===== config.mk =====
export PLATFORM = sky130hd
export DESIGN_NAME = uart_tx_arbiter
export DESIGN_NICKNAME = d
export VERILOG_FILES = /design/src/rtl/uart_tx_arb_pkg.sv /design/src/rtl/rr_picker.sv /design/src/rtl/uart_tx_arbiter.sv
export SDC_FILE = /design/constraint.sdc
export NUM_CORES = 1
export LEC_CHECK = 0
export CORE_MARGIN = 2
export CORE_UTILIZATION = 30
export DETAILED_ROUTE_END_ITERATION = 8
export GPL_TIMING_DRIVEN = 0
export SYNTH_ARGS = -nofsm -noshare
export SYNTH_HDL_FRONTEND = slang
export SYNTH_SLANG_ARGS = --single-unit

===== constraint.sdc =====
create_clock -name clk -period 4.3 [get_ports clk]
set_input_delay 0.86 -clock clk [delete_from_list [all_inputs] [get_ports clk]]
set_output_delay 0.86 -clock clk [all_outputs]
set_load 0.01 [all_outputs]

===== src/rtl/uart_tx_arb_pkg.sv =====
// Shared constants for the UART transmitter arbiter: one-hot FSM encoding and sizing limits.
// Latency: n/a (declarations only). Backpressure: n/a.
package uart_tx_arb_pkg;

    localparam int N_REQ_MAX        = 4;
    localparam int RISE_TIMEOUT_DEF = 64;

    typedef enum logic [3:0] {
        S_IDLE      = 4'b0001,
        S_WAIT_RISE = 4'b0010,
        S_WAIT_FALL = 4'b0100,
        S_NEXT      = 4'b1000
    } state_t;

endpackage


===== src/rtl/rr_picker.sv =====
// Round-robin picker: first set bit of req_valid searched upward from rr_ptr, with wrap.
// Latency: combinational. Backpressure: none; found=0 when nothing is requesting.
module rr_picker
    import uart_tx_arb_pkg::*;
#(
    parameter int N_REQ = 2
) (
    input  logic [N_REQ-1:0] req_valid,
    input  logic [1:0]       rr_ptr,
    output logic [1:0]       winner,
    output logic             found
);

    logic [N_REQ_MAX-1:0] vld_pad;
    logic [2:0]           idx;

    assign vld_pad = N_REQ_MAX'(req_valid);

    always_comb begin
        winner = '0;
        found  = 1'b0;
        idx    = '0;
        for (int k = 0; k < N_REQ; k++) begin
            idx = {1'b0, rr_ptr} + 3'(k);
            if (idx >= 3'(N_REQ)) begin
                idx = idx - 3'(N_REQ);
            end
            if (!found && vld_pad[idx[1:0]]) begin
                winner = idx[1:0];
                found  = 1'b1;
            end
        end
    end

endmodule


===== src/rtl/uart_tx_arbiter.sv =====
// Frame-granular round-robin arbiter sharing one UART byte transmitter among N_REQ requesters.
// Latency: 1 cycle from a winning req_valid (IDLE or NEXT) to txd_en_go, req_ready and txd_data.
// Backpressure: one req_ready pulse per captured byte; pacing follows the synchronized txd_busy level.
module uart_tx_arbiter
    import uart_tx_arb_pkg::*;
#(
    parameter int N_REQ        = 2,
    parameter int RISE_TIMEOUT = RISE_TIMEOUT_DEF
) (
    input  logic               clk,
    input  logic               rst,
    input  logic [N_REQ-1:0]   req_valid,
    input  logic [8*N_REQ-1:0] req_data,
    input  logic [N_REQ-1:0]   req_last,
    output logic [N_REQ-1:0]   req_ready,
    output logic [7:0]         txd_data,
    output logic               txd_en_go,
    input  logic               txd_busy,
    output logic [1:0]         grant_id,
    output logic               frame_active,
    output logic               err_timeout
);

    localparam int CW = (RISE_TIMEOUT > 1) ? $clog2(RISE_TIMEOUT) : 1;

    state_t                 state;
    state_t                 state_d;
    logic [1:0]             bs;
    logic [CW-1:0]          cnt;
    logic [1:0]             rr_ptr;
    logic [1:0]             pick;
    logic [1:0]             load_idx;
    logic [1:0]             ptr_inc;
    logic                   found;
    logic                   last_q;
    logic                   load;
    logic                   end_frame;
    logic                   timeout;
    logic                   rise;
    logic                   fall;
    logic [N_REQ_MAX-1:0]   vld_pad;
    logic [N_REQ_MAX-1:0]   last_pad;
    logic [N_REQ_MAX-1:0]   sel_oh;
    logic [8*N_REQ_MAX-1:0] data_pad;

    rr_picker #(.N_REQ(N_REQ)) u_picker (
        .req_valid (req_valid),
        .rr_ptr    (rr_ptr),
        .winner    (pick),
        .found     (found)
    );

    assign vld_pad  = N_REQ_MAX'(req_valid);
    assign last_pad = N_REQ_MAX'(req_last);
    assign data_pad = (8*N_REQ_MAX)'(req_data);
    assign sel_oh   = N_REQ_MAX'(1) << load_idx;
    assign rise     = (bs == 2'b01);
    assign fall     = (bs == 2'b10);
    assign ptr_inc  = (grant_id == 2'(N_REQ - 1)) ? 2'd0 : grant_id + 2'd1;

    // Edges are judged only on synchronized busy, never in the same cycle as a new capture.
    always_comb begin
        state_d   = state;
        load      = 1'b0;
        load_idx  = grant_id;
        end_frame = 1'b0;
        timeout   = 1'b0;
        case (state)
            S_IDLE: begin
                if (found && !bs[1]) begin
                    load     = 1'b1;
                    load_idx = pick;
                    state_d  = S_WAIT_RISE;
                end
            end
            S_WAIT_RISE: begin
                if (rise) begin
                    state_d = S_WAIT_FALL;
                end else if (cnt == CW'(RISE_TIMEOUT - 1)) begin
                    timeout   = 1'b1;
                    end_frame = 1'b1;
                    state_d   = S_IDLE;
                end
            end
            S_WAIT_FALL: begin
                if (fall) begin
                    if (last_q) begin
                        end_frame = 1'b1;
                        state_d   = S_IDLE;
                    end else begin
                        state_d = S_NEXT;
                    end
                end
            end
            S_NEXT: begin
                if (vld_pad[grant_id]) begin
                    load    = 1'b1;
                    state_d = S_WAIT_RISE;
                end
            end
            default: state_d = S_IDLE;
        endcase
    end

    always_ff @(posedge clk) begin
        if (rst) begin
            state        <= S_IDLE;
            bs           <= 2'b00;
            cnt          <= '0;
            rr_ptr       <= 2'd0;
            last_q       <= 1'b0;
            txd_data     <= 8'h00;
            txd_en_go    <= 1'b0;
            req_ready    <= '0;
            grant_id     <= 2'd0;
            frame_active <= 1'b0;
            err_timeout  <= 1'b0;
        end else begin
            state       <= state_d;
            bs          <= {bs[0], txd_busy};
            cnt         <= (state == S_WAIT_RISE) ? cnt + CW'(1) : '0;
            txd_en_go   <= load;
            err_timeout <= timeout;
            req_ready   <= load ? N_REQ'(sel_oh) : '0;
            if (load) begin
                txd_data     <= data_pad[{load_idx, 3'b000} +: 8];
                grant_id     <= load_idx;
                frame_active <= 1'b1;
                last_q       <= last_pad[load_idx];
            end
            if (end_frame) begin
                frame_active <= 1'b0;
                rr_ptr       <= ptr_inc;
            end
        end
    end

endmodule


== Yosys cells after proc, flatten, opt, wreduce, memory -nomap -nowiden ==
Index checks and enable logic that the tools add are counted.

* Add/sub/neg operators: 5
* $lt $le $gt $ge: 6
* Eq/ne operators: 12
* Shift-type cells: 2
* Muxes and demuxes: 32
* Bitwise gates (word level): 2
* Reductions and logical operators: 8

{| class="wikitable"
|+ Operator list
! operator !! number
|-
| 32-bit by 6-bit variable part select with 8-bit output || 1
|-
| 4-bit two-way mux || 6
|-
| 4-bit case mux with 4 select lines || 1
|-
| 2-bit two-way mux || 7
|-
| 2-bit by 3-bit less-than comparator with 1-bit output, second input constant || 4
|-
| 1-bit two-way mux || 12
|-
| 1-bit binary-select mux with 2-bit select || 4
|-
| 6-bit by 1-bit adder with 6-bit output, second input constant || 1
|-
| 6-bit equality test, second input constant || 1
|-
| 2-bit != test, second input constant || 3
|-
| 2-bit OR reduction || 3
|-
| 2-bit by 1-bit equality test with 1-bit output, second input constant || 2
|-
| 4-bit by 1-bit equality test with 1-bit output, second input constant || 1
|-
| 4-bit by 2-bit equality test with 1-bit output, second input constant || 1
|-
| 4-bit by 3-bit equality test with 1-bit output, second input constant || 1
|-
| 4-bit equality test, second input constant || 1
|-
| 1-bit case mux with 2 select lines || 2
|-
| 4-bit AND reduction || 1
|-
| 2-bit subtractor, second input constant || 2
|-
| 2-bit by 1-bit adder with 3-bit output, second input constant || 1
|-
| 3-bit by 2-bit >= comparator with 1-bit output, second input constant || 1
|-
| 3-bit != test, second input constant || 1
|-
| 2-bit by 1-bit adder with 2-bit output, second input constant || 1
|-
| 2-bit equality test, second input constant || 1
|-
| other kinds (5) || 8
|}

* Register bits after elaboration: 30
* Input port bits: 23
* Logic and storage cells: 78

== Longest topological paths before layout ==
Gate-level depths: netlist of run 1.

* Depth in word-level cells: 13
* Gate-level depth with buffers: 6

== Cells and area by module ==
A second synthesis of run 1 with hierarchy kept.

* Cells, all modules: 142
* Area total of the unflattened synthesis: 1368.8 µm²

{| class="wikitable"
|+ Modules (own cells, without submodules)
! module !! times used !! cells an instance !! area an instance (µm²) !! sequential area each (µm²)
|-
| uart_tx_arbiter || 1 || 136 || 1335.0 || 600.6
|-
| rr_picker || 1 || 6 || 33.8 || 0.0
|}

== Worst setup path after synthesis of run 1 ==
Ideal clock, no wire load.

* Kind: in2reg
* Start point: in req_valid[0]
* End point: reg last_q
* Arrival: 1.799 ns
* Required time: 4.162 ns
* Setup slack: 2.364 ns
* Cell stages on the path: 5
* Path buffers: 1
* Cell sequence: a21bo_2 a211o_1 clkbuf_1 a211oi_1 a211oi_1

* Word-level cells in the longest chain between the ends: 11
* Elaborated cells between the ends (all ways): 20
* Classes of those cells: mux: 17; reduce/logical: 3

{| class="wikitable"
|+ RTL lines
! what !! line !! text
|-
| from (decl) || uart_tx_arbiter.sv:12 || <nowiki>input logic [N_REQ-1:0] req_valid,</nowiki>
|-
| 1-bit binary-select mux with 2-bit select || rr_picker.sv:28 || <nowiki>if (!found && vld_pad[idx[1:0]]) begin</nowiki>
|-
| 1-bit two-way mux (not written as such) || rr_picker.sv:28 ||
|-
| 1-bit two-way mux || rr_picker.sv:28 ||
|-
| 1-bit logical NOT || rr_picker.sv:28 ||
|-
| 1-bit logical AND || rr_picker.sv:28 ||
|-
| 1-bit two-way mux || rr_picker.sv:28 ||
|-
| 1-bit logical AND || uart_tx_arbiter.sv:70 || <nowiki>if (found && !bs[1]) begin</nowiki>
|-
| 2-bit two-way mux || uart_tx_arbiter.sv:70 ||
|-
| 2-bit two-way mux || uart_tx_arbiter.sv:68 || <nowiki>case (state)</nowiki>
|-
| 1-bit binary-select mux with 2-bit select || uart_tx_arbiter.sv:129 || <nowiki>last_q <= last_pad[load_idx];</nowiki>
|-
| 1-bit two-way mux (not written as such) || uart_tx_arbiter.sv:129 ||
|-
| to (signal assigned) || uart_tx_arbiter.sv:129 ||
|-
| to (decl) || uart_tx_arbiter.sv:35 || <nowiki>logic last_q;</nowiki>
|}

Parallel ways exist; a longest one is shown, timed or not. The select of a mux whose other input is x is not followed.
A chain may end at the register's enable or synchronous reset.

== Final worst setup path of run 1 ==
* Start point: in req_valid[0]
* End point: reg txd_data[4]

* Word-level cells in the longest chain between the ends: 10
* Elaborated cells between the ends (all ways): 19
* Classes of those cells: shift: 1; mux: 15; reduce/logical: 3

{| class="wikitable"
|+ RTL lines
! what !! line !! text
|-
| 1-bit binary-select mux with 2-bit select || rr_picker.sv:28 ||
|-
| 1-bit two-way mux (not written as such) || rr_picker.sv:28 ||
|-
| 1-bit two-way mux || rr_picker.sv:28 ||
|-
| 1-bit logical NOT || rr_picker.sv:28 ||
|-
| 1-bit logical AND || rr_picker.sv:28 ||
|-
| 1-bit two-way mux || rr_picker.sv:28 ||
|-
| 1-bit logical AND || uart_tx_arbiter.sv:70 ||
|-
| 2-bit two-way mux || uart_tx_arbiter.sv:70 ||
|-
| 2-bit two-way mux || uart_tx_arbiter.sv:68 ||
|-
| 32-bit by 6-bit variable part select with 8-bit output || uart_tx_arbiter.sv:126 || <nowiki>txd_data <= data_pad[{load_idx, 3'b000} +: 8];</nowiki>
|-
| to (signal assigned) || uart_tx_arbiter.sv:126 ||
|-
| to (decl) || uart_tx_arbiter.sv:16 || <nowiki>output logic [7:0] txd_data,</nowiki>
|}

Parallel ways exist; a longest one is shown, timed or not. The select of a mux whose other input is x is not followed.

==> results.sh, run 1 <==
export IMPL_portBuffers=37
export IMPL_num_vias=1349
export IMPL_yosys_warnings=0
export IMPL_synth_edf_count=0
export IMPL_regArea_um2=601
export IMPL_clkLatencyLatePin_ps=280
export IMPL_yosysUniqueCellTypes=39
export IMPL_cts_tree="built"
export IMPL_p_leak_nw=0.726
export IMPL_design_area_um2=2090
export IMPL_mappedNetlistArea_um2=1540
export IMPL_synth_area_leaders="dfxtp_1 (39%), a211oi_1 (9.3%), mux2_2 (6.6%)"
export IMPL_hp_class="reg -> reg"
export IMPL_gp_congestion=0.777
export IMPL_wl_per_cell_um=13.0
export IMPL_path_clk_slew_ps=70
export IMPL_post_dp_cell_area_um2=2000
export IMPL_wl_um=3620
export IMPL_grt_first_pass_wirelength_um=5870
export IMPL_drt_iter0_markers=90
export IMPL_synth_main_ff_cell="dfxtp_1"
export IMPL_slew_violations=0
export IMPL_p_total_mw=0.746
export IMPL_p_per_area_nw_per_um2=357
export IMPL_outcome="complete, no violations"
export IMPL_synthesis_instances=163
export IMPL_cts_made_buffers=5
export IMPL_finalClockSkew_ps=2.03
export IMPL_min_period_ps=2400
export IMPL_synth_most_common_cell="dfxtp_1"
export IMPL_cp_max_fo=10
export IMPL_core_region_area_um2=5040
export IMPL_cts_hold_buf=0
export IMPL_finalHoldViolCount=0
export IMPL_async_reset_ff_share_pct=0
export IMPL_ctsResizeCount=0
export IMPL_setup_ws_ps=1900
export IMPL_max_vdd_ir_drop_mv=0.168
export IMPL_gr_usage_all_layers_pct=13.4
export IMPL_antenna_cells=0
export IMPL_setup_worst_path_class="in -> reg"
export IMPL_dpl_hpwl_um=2690
export IMPL_worst_pin_slew_ps=499
export IMPL_maxCapViolations=0
export IMPL_place_ws_ps=1590
export IMPL_cts_htree_levels=2
export IMPL_area_growth_pct=35.7
export IMPL_postCtsSetupBuffers=0
export IMPL_grt_overflow=0
export IMPL_drc=0
export IMPL_synth_top_area_cell="dfxtp_1"
export IMPL_rsz0062_at_grt="no"
export IMPL_cp_end_kind="flop"
export IMPL_multi_input_area_um2=882
export IMPL_synth_top_area_share_pct=39.0
export IMPL_drive_above_1_share_pct=12.0
export IMPL_ys_ff_latch=30
export IMPL_antenna_found_initial=0
export IMPL_initial_core_util_pct=30.5
export IMPL_period_share_pct=55.9
export IMPL_syn_avg_cell_area_um2=9.44
export IMPL_arrival_ps=2540
export IMPL_io_pins=38
export IMPL_required_ps=4430
export IMPL_grt_max_degree=11
export IMPL_ant_nets=0
export IMPL_startpoint_type="input pin"
export IMPL_setup_viol=0
export IMPL_die_x_um=75.6
export IMPL_viasPerCell=4.85
export IMPL_fill_cells=500
export IMPL_seq_area_frac_synth_pct=39.0
export IMPL_grt_pass1_vias=1263
export IMPL_maxSlewHeadroom_pct=66.8
export IMPL_synth_commonest_cells="dfxtp_1 (30), a211oi_1 (19), nor2_1 (12), and3_1 (10), mux2i_1 (10)"
export IMPL_numClockSinks=30
export IMPL_fin_nets=231
export IMPL_first_pass_iters=4
export IMPL_dieArea_um2=5720
export IMPL_fp_row_count=26
export IMPL_die_y_um=75.6
export IMPL_root_buffer="clkbuf_8"
export IMPL_fmax_mhz=416
export IMPL_syn_nets=187
export IMPL_cts_buffer_depth=2
export IMPL_setup_tns_ps=0
## worst max-delay path, cell delays in order
cell             delay, ps
clkdlybuf4s50_1        520
a21bo_2                260
a211o_1                300
clkbuf_1               240
a211oi_1               260
a211oi_1                90
## sequential cells by signal, summed over array words and instances (netlist names)
name / count
bs: 2
cnt: 6
err_timeout: 1
frame_active: 1
grant_id: 2
last_q: 1
req_ready: 2
rr_ptr: 2
state: 4
txd_data: 8
txd_en_go: 1
## cells by family (layout without fill, tap and decap cells)
group	Yosys count	in the layout	synth area share [%]
multiplexers	19	19	13.1
buffers and inverters	13	58	3.66
XOR/XNOR	4	4	2.28
AO/OA/AOI/OAI	38	38	18.3
adder cells (fa/ha/maj)	1	1	0.813
flip-flops	30	30	39.0
AND/OR/NAND/NOR	58	58	22.8
## worst paths after layout
check | from | end | slack, ps | cells after the start
max | req_valid[0] | txd_data[4] | 1900 | 6
min | cnt[0] | cnt[0] | 460 | 1
max reg2reg | state[2] | txd_data[4] | 2230 | 5
min reg2reg | cnt[0] | cnt[0] | 460 | 1
## per-layer routing
layer | wire [um] | global-route usage [%]
met1 | 1830 | 18.3
met2 | 1590 | 20.5
met3 | 189 | 4.23
met4 | 17 | 3.31
met5 | 0 | 0
## where the power goes
part / internal [mW] / total, mW / switching, mW
registers: 0.306 / 0.325 / 0.0197
logic: 0.0989 / 0.186 / 0.0867
clock network: 0.129 / 0.235 / 0.106
## through the flow
step | std cells | hold slack [ps] | util [%]
global placement | 270 | 447 | 39.6
floorplan | 163 | 430 | -
global route | 278 | 487 | 41.4
finish | 278 | 463 | 41.4
CTS | 278 | 468 | 41.4
detailed placement | 270 | 452 | 39.6
## cell usage in the layout, fill, tap and decap left out, drive strengths merged, types with 3 or more instances in the layout
cell / count
or4b: 4
clkbuf: 14
mux2i: 10
a211oi: 20
nor2b: 7
nand3: 6
nor2: 12
inv: 4
nor3: 5
dfxtp: 30
nand2: 6
a21oi: 6
nor3b: 3
and3: 10
mux2: 9
clkdlybuf4s50: 37
## area by class of cell
class	instances	share of cell area (%)
Inverter	4	0.719
Multi-Input combinational cell	120	42.2
Timing Repair Buffer	37	17.7
Buffer	9	1.98
Clock inverter	1	0.240
Clock buffer	7	4.13
Tap cell	70	4.19
Sequential cell	30	28.8
(Power assumes the default switching activity.)
==> inputs of run 2 (changes only) <==
==> constraint.sdc (replaced) <==
create_clock -name clk -period 2.2 [get_ports clk]
set_input_delay 0.44 -clock clk [delete_from_list [all_inputs] [get_ports clk]]
set_output_delay 0.44 -clock clk [all_outputs]
set_load 0.01 [all_outputs]
==> results.sh, run 2 (synthesis gave the netlist of run 1 again) <==
export IMPL_dieArea_um2=5720
export IMPL_cts_buffer_depth=2
export IMPL_finalClockSkew_ps=2.03
export IMPL_setup_viol=0
export IMPL_fin_nets=231
export IMPL_antenna_found_initial=0
export IMPL_wl_per_cell_um=13.0
export IMPL_cts_made_buffers=5
export IMPL_clkLatencyLatePin_ps=280
export IMPL_maxCapViolations=0
export IMPL_outcome="complete, no violations"
export IMPL_wl_um=3620
export IMPL_cts_htree_levels=2
export IMPL_ant_nets=0
export IMPL_r2r_start="state[2]"
export IMPL_drt_iter0_markers=89
export IMPL_root_buffer="clkbuf_8"
export IMPL_min_period_ps=2010
export IMPL_rsz0062_at_grt="no"
export IMPL_required_ps=2330
export IMPL_fp_row_count=26
export IMPL_setup_worst_path_class="reg -> reg"
export IMPL_area_growth_pct=35.8
export IMPL_path_clk_slew_ps=70
export IMPL_p_leak_nw=0.728
export IMPL_post_dp_cell_area_um2=2000
export IMPL_largest_reg_flops=8
export IMPL_hold_ws_ps=463
export IMPL_setup_tns_ps=0
export IMPL_final_common_cell="clkdlybuf4s50_1"
export IMPL_cp_max_fo=10
export IMPL_maxSlewHeadroom_pct=66.8
export IMPL_final_cell_mix="clkdlybuf4s50_1 (37), dfxtp_1 (30), a211oi_1 (19)"
export IMPL_hold_path_depth=1
export IMPL_worst_pin_slew_ps=498
export IMPL_min_from="cnt[0]"
export IMPL_antenna_cells=0
export IMPL_gp_congestion=0.777
export IMPL_hold_end="cnt[0]"
export IMPL_core_region_area_um2=5040
export IMPL_initial_core_util_pct=30.5
export IMPL_regMostFlops="txd_data"
export IMPL_numClockSinks=30
export IMPL_p_per_area_nw_per_um2=698
export IMPL_num_vias=1350
export IMPL_hp_class="reg -> reg"
export IMPL_portBuffers=37
export IMPL_period_share_pct=91.2
export IMPL_dp_cells=270
export IMPL_cts_tree="built"
export IMPL_grt_first_pass_wirelength_um=5870
export IMPL_die_y_um=75.6
export IMPL_max_vdd_ir_drop_mv=0.329
export IMPL_grt_pass1_vias=1263
export IMPL_first_pass_iters=4
export IMPL_arrival_ps=2140
export IMPL_grt_max_degree=11
export IMPL_startpoint_type="flop"
export IMPL_die_x_um=75.6
export IMPL_viasPerCell=4.86
export IMPL_slew_violations=0
export IMPL_cp_end_kind="flop"
export IMPL_drive_above_1_share_pct=12.5
export IMPL_design_area_um2=2090
export IMPL_finalHoldViolCount=0
export IMPL_top_regs="txd_data: 8 flops, cnt: 6 flops, state: 4 flops"
export IMPL_gr_usage_all_layers_pct=13.4
export IMPL_drc=0
export IMPL_io_pins=38
export IMPL_fin_cells=278
export IMPL_fmax_mhz=498
export IMPL_reg2regPathDepth=5
export IMPL_grt_overflow=0
export IMPL_rrSetupSlack_ps=190
export IMPL_dpl_hpwl_um=2690
export IMPL_rr_endpoint="txd_data[4]"
## run 2: cell counts in the layout (fill, tap and decap cells not counted)
No cell type changed its count.
## run 2: worst max-delay path, cell delays in order (launching register included)
cell	delay [ps]
dfxtp_1	380
or4b_1	640
a211o_1	320
clkbuf_2	200
a211oi_1	230
a211oi_1	90
## run 2: layout make-up
type	count	area (um^2)
fill	499	2950
multi-input combinational	120	882
sequential	30	601
timing repair buffer	37	370
tap	70	87.6
clock buffer	7	86.3
buffer	9	42.5
inverter	4	15.0
clock inverter	1	5.00
## run 2: per-stage QoR
| stage | setup slack (ps) | total power, mW | util (%) |
|---|---|---|---|
| CTS | 133 | 1.47 | 41.4 |
| global route | 69.0 | 1.54 | 41.4 |
| finish | 193 | 1.46 | 41.4 |
| global placement | -71.0 | 1.01 | 39.6 |
| floorplan | 341 | 0.840 | - |
| detailed placement | -90.0 | 1.01 | 39.6 |
## run 2: power breakdown
part	leakage, nW	total [mW]	switching, mW	internal [mW]
combinational	0.435	0.364	0.170	0.194
clock	0.0482	0.459	0.207	0.252
sequential	0.246	0.636	0.0386	0.598
## run 2: worst max-delay path by stage
stage,slack [ps],depth (start not counted),start,endpoint
final,190,5,state[2],txd_data[4]
after global routing,70,5,state[2],txd_data[4]
after CTS,130,5,state[2],txd_data[4]
after detailed placement,-90,6,req_valid[0],txd_data[0]
after global placement,-70,6,req_valid[0],txd_data[4]
after floorplan,340,4,state[2],rr_ptr[1]
## run 2: metal layers
layer	routed length [um]	GRT usage [%]
met1	1830	18.3
met2	1590	20.5
met3	189	4.23
met4	17	3.31
met5	0	0
## run 2: what timing repair did
| item | in CTS | in global routing |
|---|---|---|
| hold endpoints to repair | 0 | 0 |
| endpoints found under the setup margin | 0 | 2 |
| buffers inserted | 0 | 0 |
| resized for setup | 0 | 2 |
| hold buffers | 0 | 0 |
==> inputs of run 3 (changes only) <==
--- a/config.mk
+++ b/config.mk
@@ -5,10 +5,12 @@
 export SDC_FILE = /design/constraint.sdc
 export NUM_CORES = 1
 export LEC_CHECK = 0
+export CAP_MARGIN = 30
 export CORE_MARGIN = 2
-export CORE_UTILIZATION = 30
+export CORE_UTILIZATION = 44
 export DETAILED_ROUTE_END_ITERATION = 8
 export GPL_TIMING_DRIVEN = 0
+export PLACE_DENSITY = 0.75
 export SYNTH_ARGS = -nofsm -noshare
 export SYNTH_HDL_FRONTEND = slang
 export SYNTH_SLANG_ARGS = --single-unit
==> results.sh, run 3 (synthesis gave the netlist of run 1 again) <==
export IMPL_gr_usage_all_layers_pct=20.2
export IMPL_dp_cells=246
export IMPL_num_vias=1419
export IMPL_period_share_pct=90.6
export IMPL_grt_pass1_vias=1465
export IMPL_cts_buffer_depth=2
export IMPL_root_buffer="clkbuf_4"
export IMPL_final_common_cell="clkdlybuf4s50_1"
export IMPL_design_area_um2=2030
export IMPL_p_leak_nw=0.716
export IMPL_clkLatencyLatePin_ps=330
export IMPL_cts_htree_levels=2
export IMPL_path_cells="or4b_1, a211o_1, clkbuf_2, a211oi_1, a211oi_1"
export IMPL_io_pins=38
export IMPL_cp_end_kind="flop"
export IMPL_arrival_ps=2190
export IMPL_fp_row_count=21
export IMPL_drc=0
export IMPL_grt_first_pass_wirelength_um=6390
export IMPL_post_dp_cell_area_um2=1970
export IMPL_setup_worst_path_class="reg -> reg"
export IMPL_setup_viol=0
export IMPL_grt_max_degree=11
export IMPL_critPathMaxStageDelay_ps=640
export IMPL_required_ps=2400
export IMPL_portBuffers=37
export IMPL_drt_iter0_markers=81
export IMPL_maxSlewHeadroom_pct=64.3
export IMPL_numClockSinks=30
export IMPL_maxCapViolations=0
export IMPL_startpoint_type="flop"
export IMPL_fin_cells=254
export IMPL_gp_congestion=0.814
export IMPL_cts_made_buffers=5
export IMPL_finalHoldViolCount=0
export IMPL_fmax_mhz=502
export IMPL_path_clk_slew_ps=100
export IMPL_fin_nets=231
export IMPL_final_cell_mix="clkdlybuf4s50_1 (37), dfxtp_1 (30), a211oi_1 (18)"
export IMPL_dpl_hpwl_um=2690
export IMPL_fill_cells=308
export IMPL_worst_pin_slew_ps=535
export IMPL_max_vdd_ir_drop_mv=0.340
export IMPL_crit_slowest_cell="or4b_1"
export IMPL_ant_nets=0
export IMPL_core_region_area_um2=3340
export IMPL_cp_max_fo=10
export IMPL_outcome="complete, no violations"
export IMPL_drive_above_1_share_pct=13.0
export IMPL_postCtsSetupBuffers=0
export IMPL_top_regs="txd_data: 8 flops, cnt: 6 flops, state: 4 flops"
export IMPL_slew_violations=0
export IMPL_dieArea_um2=3990
export IMPL_die_y_um=63.1
export IMPL_rsz0062_at_grt="no"
export IMPL_cpMostUsedCell="a211oi_1"
export IMPL_regMostFlops="txd_data"
export IMPL_antenna_found_initial=0
export IMPL_wl_per_cell_um=14.3
export IMPL_grt_overflow=0
export IMPL_initial_core_util_pct=46.1
export IMPL_die_x_um=63.1
export IMPL_p_per_area_nw_per_um2=665
export IMPL_cts_tree="built"
export IMPL_largest_reg_flops=8
export IMPL_viasPerCell=5.59
export IMPL_area_growth_pct=32.1
export IMPL_hp_class="reg -> reg"
export IMPL_wl_um=3630
export IMPL_antenna_cells=0
export IMPL_first_pass_iters=6
export IMPL_finalClockSkew_ps=9.69
export IMPL_min_period_ps=1990
export IMPL_finish_utilization_pct=60.9
[run 3: timing repair]
item / in CTS / in global routing
resized for setup: 0 / 3
hold buffers: 0 / 0
setup endpoints to repair: 0 / 1
[run 3: cell type report]
class	instances	area (um^2)	share of cell area, %
Inverter	4	15.0	0.738
Buffer	9	42.5	2.09
Clock inverter	1	5.00	0.246
Clock buffer	7	55.1	2.71
Timing Repair Buffer	37	370	18.2
Sequential cell	30	601	29.5
Multi-Input combinational cell	120	887	43.6
Tap cell	46	57.6	2.83
[run 3: final timing paths]
kind	cells after the start	endpoint	start	slack, ps
worst min register to register	1	cnt[0]	cnt[0]	480
worst max register to register	5	txd_data[4]	state[2]	210
worst min-delay path	1	cnt[0]	cnt[0]	480
worst max-delay path	5	txd_data[4]	state[2]	210
[run 3: power by group]
group          internal [mW]  switching [mW]  total [mW]
Sequential             0.597          0.0381       0.635
Combinational          0.195           0.173       0.369
Clock                  0.155           0.194       0.349
Total                  0.947           0.406        1.35
[run 3: per-stage QoR]
step / setup TNS (ps) / hold slack (ps) / power, mW / setup slack (ps)
2_1_floorplan: 0 / 430 / 0.840 / 341
3_3_place_gp: 0 / 438 / 1.00 / 3.60
3_5_place_dp: -170 / 466 / 1.01 / -43.3
4_1_cts: 0 / 490 / 1.36 / 172
5_1_grt: 0 / 505 / 1.43 / 73.4
6_report: 0 / 481 / 1.35 / 207
[run 3: critical path, delay by kind of cell, from the launching register on]
| kind | cells | cell delay, ps |
|---|---|---|
| compound gates | 3 | 640 |
| buf+inv | 1 | 210 |
| flops | 1 | 380 |
| simple gates | 1 | 640 |
[run 3: routing by layer]
| layer | global-route usage [%] | vias up | routed length [um] |
|---|---|---|---|
| li1 | - | 694 | - |
| met4 | 9.44 | 0 | 58 |
| met1 | 22.3 | 675 | 1600 |
| met2 | 35.4 | 42 | 1760 |
| met3 | 5.71 | 8 | 205 |
| met5 | 0 | - | 0 |
